==> src/rtl/latch_cmd_gen.sv <==
// latch_cmd_gen
// Command stage in front of the run/stop SR latch of the microwave controller.
// The raw front-panel inputs are synchronised, debounced and edge-detected.
// The resulting events become active-low set (S) and reset (R) pulses. S and R
// are never low together.
//
// Parameters
//   DEBOUNCE_CYCLES  consecutive disagreeing cycles before a debounced input
//                    flips (1..255)
//   PULSE_CYCLES     cycles S or R is held low per command (1..15)
//
// Ports
//   clk        system clock, rising edge
//   rst        synchronous active-high reset
//   start_btn  raw start button, active-high, asynchronous
//   stop_btn   raw stop/clear button, active-high, asynchronous
//   door_open  raw door switch (1 = open), asynchronous
//   S          active-low set to latch (1 = idle)
//   R          active-low reset to latch (1 = idle)
//   busy       high while a pulse or the trailing gap is in progress
//
// Optional feature: define LATCH_CMD_DOOR_INTERLOCK_EN to debounce door_open.
// In that build a door-open event issues a reset pulse, and start is blocked
// while the door is debounced-open. Without the macro door_open is ignored.
module latch_cmd_gen #(
  parameter int DEBOUNCE_CYCLES = 4,
  parameter int PULSE_CYCLES    = 2
) (
  input  logic clk,
  input  logic rst,
  input  logic start_btn,
  input  logic stop_btn,
  input  logic door_open,
  output logic S,
  output logic R,
  output logic busy
);

`ifdef LATCH_CMD_DOOR_INTERLOCK_EN
  localparam int NUM_IN = 3;
`else
  localparam int NUM_IN = 2;
`endif

  localparam logic [7:0] CNT_LAST = 8'(DEBOUNCE_CYCLES - 1);
  localparam logic [3:0] PLOAD    = 4'(PULSE_CYCLES - 1);

  // Lane 0 = start, lane 1 = stop, lane 2 = door (interlock build only)
  logic [NUM_IN-1:0] raw;
  logic [NUM_IN-1:0] db;
  logic [NUM_IN-1:0] evt;

  assign raw[0] = start_btn;
  assign raw[1] = stop_btn;

  logic door_db;
  logic door_evt;
  logic unused_sig;

`ifdef LATCH_CMD_DOOR_INTERLOCK_EN
  assign raw[2]     = door_open;
  assign door_db    = db[2];
  assign door_evt   = evt[2];
  assign unused_sig = ^db[1:0];
`else
  // The door port is kept for interface compatibility only
  assign door_db    = 1'b0;
  assign door_evt   = 1'b0;
  assign unused_sig = ^{db, door_open};
`endif

  // Per-input conditioning: 2-flop synchroniser, debounce counter,
  // debounced level and a one-cycle rising-edge event.
  for (genvar g = 0; g < NUM_IN; g++) begin : g_lane
    logic       sync1_q, sync2_q;
    logic [7:0] cnt_q;
    logic       db_q, dbp_q;

    always_ff @(posedge clk) begin
      if (rst) begin
        sync1_q <= 1'b0;
        sync2_q <= 1'b0;
        cnt_q   <= 8'd0;
        db_q    <= 1'b0;
        dbp_q   <= 1'b0;
      end else begin
        sync1_q <= raw[g];
        sync2_q <= sync1_q;
        dbp_q   <= db_q;
        if (sync2_q != db_q) begin
          // The flip happens on the cycle the count would reach the limit
          if (cnt_q == CNT_LAST) begin
            db_q  <= ~db_q;
            cnt_q <= 8'd0;
          end else begin
            cnt_q <= cnt_q + 8'd1;
          end
        end else begin
          cnt_q <= 8'd0;
        end
      end
    end

    assign db[g]  = db_q;
    assign evt[g] = db_q & ~dbp_q;
  end

  logic start_evt, rst_evt;
  assign start_evt = evt[0] & ~door_db;
  assign rst_evt   = evt[1] | door_evt;

  typedef enum logic [1:0] {IDLE, SET_P, RST_P, GAP} state_e;

  state_e     state_q, state_d;
  logic [3:0] pcnt_q, pcnt_d;
  logic       pend_q, pend_d;

  always_ff @(posedge clk) begin
    if (rst) begin
      state_q <= IDLE;
      pcnt_q  <= 4'd0;
      pend_q  <= 1'b0;
    end else begin
      state_q <= state_d;
      pcnt_q  <= pcnt_d;
      pend_q  <= pend_d;
    end
  end

  always_comb begin
    state_d = state_q;
    pcnt_d  = pcnt_q;
    pend_d  = pend_q;
    case (state_q)
      IDLE: begin
        if (rst_evt) begin
          state_d = RST_P;
          pcnt_d  = PLOAD;
        end else if (start_evt) begin
          state_d = SET_P;
          pcnt_d  = PLOAD;
        end
      end
      SET_P: begin
        // A stop/door during a set pulse is remembered and served after the gap
        if (rst_evt) pend_d = 1'b1;
        if (pcnt_q == 4'd0) state_d = GAP;
        else                pcnt_d  = pcnt_q - 4'd1;
      end
      RST_P: begin
        if (pcnt_q == 4'd0) state_d = GAP;
        else                pcnt_d  = pcnt_q - 4'd1;
      end
      GAP: begin
        // An event landing in the gap itself counts as pending too
        if (pend_q || rst_evt) begin
          state_d = RST_P;
          pcnt_d  = PLOAD;
        end else begin
          state_d = IDLE;
        end
        pend_d = 1'b0;
      end
      default: state_d = IDLE;
    endcase
  end

  // Outputs decode from the registered state only, so S and R can never both
  // be low and a reset returns them to 1 on the reset edge.
  always_comb begin
    S    = 1'b1;
    R    = 1'b1;
    busy = 1'b0;
    case (state_q)
      SET_P:   begin S = 1'b0; busy = 1'b1; end
      RST_P:   begin R = 1'b0; busy = 1'b1; end
      GAP:     busy = 1'b1;
      default: ;
    endcase
  end

endmodule

==> config.mk <==
export PLATFORM = sky130hd
export DESIGN_NAME = latch_cmd_gen
export DESIGN_NICKNAME = d
export VERILOG_FILES = /design/src/rtl/latch_cmd_gen.sv
export SDC_FILE = /design/constraint.sdc
export NUM_CORES = 1
export LEC_CHECK = 0
export ABC_AREA = 1
export CORE_MARGIN = 2
export CORE_UTILIZATION = 40
export DETAILED_ROUTE_END_ITERATION = 8
export PLACE_DENSITY_LB_ADDON = 0.3
export SLEW_MARGIN = 10
export SYNTH_ARGS = -nofsm -noshare
export SYNTH_HDL_FRONTEND = slang
export SYNTH_SLANG_ARGS = --single-unit
==> constraint.sdc <==
create_clock -name clk -period 2.1 [get_ports clk]
set_clock_uncertainty 0.05 [all_clocks]
set_input_delay 0.42 -clock clk [delete_from_list [all_inputs] [get_ports clk]]
set_output_delay 0.42 -clock clk [all_outputs]
set_load 0.01 [all_outputs]
Yosys cells after proc, flatten, opt, wreduce, memory -nomap -nowiden
Index checks and enable logic that the tools add are counted.
{ "word_totals": {"register_bits": 31, "wordCells": 64, "in_bits": 5} }
{ "op_classes": {"reduce_logical": 13, "n_addsub": 3, "bitwise": 8, "n_eq_ne": 12, "muxes": 15} }
{ "ops": {"columns": ["cell", "n"], "rows": [
  ["$add A8 B1 Y8 const B", 2],
  ["$eq A8 B2 Y1 const B", 2],
  ["$mux W4", 4],
  ["$pmux W4 S3", 1],
  ["$reduce_or A3 Y1", 3],
  ["$mux W2", 4],
  ["$reduce_and A2 Y1", 4],
  ["$ne A2 B2 Y1 const B", 3],
  ["$not A1 Y1", 6],
  ["$pmux W2 S3", 1],
  ["$eq A2 B2 Y1 const B", 2],
  ["$logic_not A4 Y1", 1],
  ["$mux W1", 4],
  ["$sub A4 B1 Y4 const B", 1],
  ["$ne A3 B3 Y1 const B", 1],
  ["$reduce_and A3 Y1", 1],
  ["$and A1 B1 Y1", 2],
  ["$eq A2 B1 Y1 const B", 1],
  ["$logic_not A2 Y1", 1],
  ["$ne A1 B1 Y1", 2],
  ["$ne A2 B1 Y1 const B", 1],
  ["$pmux W1 S2", 1],
  ["$reduce_bool A2 Y1", 1],
  ["$reduce_or A2 Y1", 1],
  ["$logic_or A1 B1 Y1", 1]
]} }

Depth between registers and ports, before layout
{ "logic_depth": {"word_depth": 5, "ltp_mapped": 8} }

Least setup slack after synthesis
Ideal clock, no wire load.
{ "synth_timing": {"path_kind": "reg-to-reg", "from": "register state_q[0]", "to": "register state_q[1]", "setup_time_ns": 0.117, "stages_incl_launch_ff": 8, "t_arrival_ns": 1.337, "slack_ns": 0.596, "n_path_buf": 0, "cell_sequence": "dfxtp_1 -> inv_1 -> ha_1 -> or2_2 -> a21oi_1 -> nor2_1 -> nor2_1 -> nor2_1"} }
{ "synth_via": {"elab_chain_cells": 4, "elab_cells_between_ends": 9} }
{ "synth_lines": {"columns": ["item", "line", "rtl"], "rows": [
  ["start: declaration", "114", "state_e state_q, state_d;"],
  ["start signal: assignment", "124", "state_q <= state_d;"],
  ["$eq A2 B2 Y1 / $eq A2 B1 Y1 (equally long branches)", "134", "case (state_q)"],
  ["$reduce_or A2 Y1 (no line)", null, null],
  ["$ne A2 B1 Y1 (no line)", null, null],
  ["$reduce_and A2 Y1 (no line)", null, null]
]} }
Several ways; a longest one is shown, not always the timed one.
A chain may end at the register's enable or synchronous reset.

Final worst setup path
{ "layout_timing": {"from": "register state_q[1]", "to": "output S"} }
{ "layout_via": {"elab_chain_cells": 2} }
{ "layout_lines": {"columns": ["item", "line", "rtl"], "rows": [
  ["$eq A2 B1 Y1", "174", "case (state_q)"],
  ["$mux W1", "174", null],
  ["end: declaration", "34", "output logic S,"]
]} }
Every way passes these cells.

==> PnR_summary.wiki <==
{| class="wikitable"
! Metric !! Value
|-
| Outcome || complete, no violations
|-
| Type of the worst setup path || flip-flop to primary output
|-
| Adder-cell share of the synthesized area || 8.45%
|-
| Clock buffer count from CTS || 5
|-
| # rows || 22
|-
| WP data required || 1.63 ns
|-
| Clock-pin slew of the registers on the worst-case setup and hold paths || 0.06 ns
|-
| Maximum vdd drop || 0.000468 V
|-
| Initial antenna violation count || 0
|-
| TritonCTS clock tree || built
|-
| Die W || 64.8 um
|-
| Max transition margin || 73.8%
|-
| Combinational family with the most area after synthesis || simple AND/OR/NAND/NOR gates
|-
| Worst-path fanout max || 4
|-
| Synthesized flop and latch total || 31
|-
| Synthesized-area fraction occupied by ao, oa, aoi and oai cells || 6.42%
|-
| Share of cell area taken by muxes after synthesis || 0%
|-
| Total via count in the routed design || 1114
|-
| Cell type with the largest total area after synthesis || sky130_fd_sc_hd__dfxtp_1
|-
| Yosys Warn Count || 0
|-
| Number of enable-type register cells in the synthesized netlist || 0
|-
| Routed length per placed instance || 8.77 um
|-
| Post-detail-place hpwl || 1.63 mm
|-
| Die ar. || 4200 um^2
|-
| Number of endpoints with negative hold slack in the final report || 0
|-
| Global-route wire length before repair || 4.24 mm
|-
| Leak || 0.708 nW
|-
| Final Wtd Congestion || 0.761
|-
| Max Cap Viol || 0
|-
| Leading cell type by number of instances after synthesis || sky130_fd_sc_hd__nor2_1
|-
| Sequential share of the synthesized area || 41.9%
|-
| Startpoint type of the worst setup path || flip-flop
|-
| Simple-gate share of the synthesized area || 27.9%
|-
| Data arrival time of the critical path || 1.50 ns
|-
| Largest net degree at the start of global routing || 9
|-
| First-pass DRT Iterations || 4
|-
| Max Clk Rate || 508 MHz
|-
| Cell types with the highest counts after synthesis || sky130_fd_sc_hd__nor2_1, sky130_fd_sc_hd__dfxtp_1, sky130_fd_sc_hd__inv_1
|-
| Worst skew pair latency || 0.27 ns
|-
| Crit share post-route || 93.7%
|-
| Root Driver || sky130_fd_sc_hd__clkbuf_8
|-
| Final antenna-violating net count || 0
|-
| Synth area leaders || sky130_fd_sc_hd__dfxtp_1, sky130_fd_sc_hd__nor2_1, sky130_fd_sc_hd__ha_1
|-
| Initial core utilization || 41.0%
|-
| Overall track demand over capacity in global routing || 12.8%
|-
| Setup TNS Final || 0 ns
|-
| Via density || 4.40
|-
| Unique cell type count in the Yosys netlist || 20
|-
| Syn Std Cell Area || 1480 um^2
|-
| Type of the worst min-delay path || flip-flop to flip-flop
|-
| Final Slew Violations || 0
|-
| Reg-to-reg slack, setup || 0.52 ns
|-
| Worst hold-check slack || 0.351 ns
|-
| Number of primary I/O pins || 8
|-
| Layout cell share with drive strength beyond 1 || 7.80%
|-
| Most instantiated flip-flop cell in the synthesis netlist || sky130_fd_sc_hd__dfxtp_1
|-
| Slew @ Worst Pin || 0.392 ns
|-
| Number of nets produced by synthesis || 208
|-
| Total power after layout || 0.00154 W
|-
| Net count of the finished layout || 221
|-
| Proportion of synthesized flip-flops having asynchronous set or reset || 0%
|-
| Final period demand of the worst path || 1.97 ns
|-
| Syn avg cell area || 7.67 um^2
|-
| Utilization of the core after routing || 46.6%
|-
| IO buf count || 6
|-
| Count of antenna diodes in the layout || 0
|-
| DRC violation count after routing || 0
|-
| Layout Area Growth over Synthesis || 13.5%
|-
| Critical path capture point type || primary output
|-
| Area occupied by multi-input gates || 738 um^2
|-
| Fraction of post-synthesis cell area in the top cell type by area || 41.9%
|-
| Unrepaired setup endpoints after global routing || no
|-
| Remaining global-route overflow || 0
|-
| Parity-gate share of the synthesized area counting xor and xnor cells || 7.10%
|-
| Die Span Y || 64.8 um
|-
| Power per unit of standard cell area || 917 nW/um^2
|-
| Setup Viol. Count Final || 0
|-
| Vias in the first global route || 1062
|-
| Max clock buf depth || 2
|-
| Mapped Cells || 193
|-
| Register area || 623 um^2
|-
| Core ar. || 3610 um^2
|-
| H-tree levels || 2
|-
| Fillcell total || 378
|-
| Number of design-rule violations left by the first detailed-router iteration || 54
|-
| Total Routed Length || 2.22 mm
|-
| Number of sinks handled by clock tree synthesis || 31
|}
## placed cells by master, fill, tap and decap left out, types with 5 or more instances in the layout
cell,synthesis,layout
sky130_fd_sc_hd__clkbuf_8,0,5
sky130_fd_sc_hd__ha_1,10,10
sky130_fd_sc_hd__xor2_1,10,10
sky130_fd_sc_hd__a21oi_1,8,8
sky130_fd_sc_hd__nor3_1,7,7
sky130_fd_sc_hd__nand2_1,22,22
sky130_fd_sc_hd__inv_1,31,31
sky130_fd_sc_hd__nand3_1,12,12
sky130_fd_sc_hd__clkdlybuf4s50_1,0,5
sky130_fd_sc_hd__o21ai_0,5,5
sky130_fd_sc_hd__dfxtp_1,31,29
sky130_fd_sc_hd__nor2_1,44,44
## path summary, 6_finish.rpt
path,start,endpoint,depth (start not counted)
worst max-delay path,state_q[1]$_SDFFE_PP0P_,S,4
worst min-delay path,g_lane[1].sync1_q$_SDFF_PP0_,g_lane[1].sync2_q$_SDFF_PP0_,2
worst max register to register,state_q[0]$_SDFFE_PP0P_,state_q[1]$_SDFFE_PP0P_,7
worst min register to register,g_lane[1].sync1_q$_SDFF_PP0_,g_lane[1].sync2_q$_SDFF_PP0_,2
## cell families (layout without fill, tap and decap cells)
family / count (synthesis) / after routing
AO/OA/AOI/OAI: 16 / 16
AND/OR/NAND/NOR: 92 / 92
flip-flops: 31 / 31
buffers and inverters: 32 / 44
adder cells (fa/ha/maj): 10 / 10
XOR/XNOR: 12 / 12
## stage by stage
step,setup slack [ns],area (um^2),std cells
finish,0.133,1680,253
global route,0.0403,1680,253
CTS,0.0418,1680,253
detailed placement,0.271,1600,247
global placement,0.296,1600,247
floorplan,0.596,1480,193
## per-layer routing
layer,track usage [%],part of all wire (%),vias to the layer above
met5,0,0,-
met4,6.38,1.6,0
met3,3.65,3.0,4
met2,20.6,44,11
met1,15.6,52,482
li1,-,-,617
## report_power, final
group          total (W)  internal (W)  switching [W]
registers       0.000684      0.000644      0.0000396
clock network   0.000401      0.000220       0.000181
logic           0.000457      0.000188       0.000269
total            0.00154       0.00105       0.000489
## critical path, stage by stage (launching register included)
cell and delay (ns):
sky130_fd_sc_hd__dfxtp_2 0.35, sky130_fd_sc_hd__inv_1 0.08, sky130_fd_sc_hd__ha_1 0.22, sky130_fd_sc_hd__inv_1 0.06, sky130_fd_sc_hd__clkdlybuf4s50_1 0.52
## final cells by class
type	count	area share [%]
clock buffer	6	4.32
inverter	31	6.92
multi-input combinational	130	43.9
sequential	31	37.1
tap	48	3.57
timing repair buffer	7	4.17
## state kept, by name (all words and copies together), names as in the netlist
register        count
g_lane.cnt_q       16
pcnt_q              4
g_lane.db_q         2
g_lane.dbp_q        2
g_lane.sync1_q      2
g_lane.sync2_q      2
state_q             2
pend_q              1
## timing repair
item | in CTS | in global routing
hold buffers | 0 | 0
gates resized for setup | 1 | 2
buffers inserted | 0 | 0
setup endpoints to repair | 1 | 2
No activity file was read; power rests on OpenSTA's default activity.
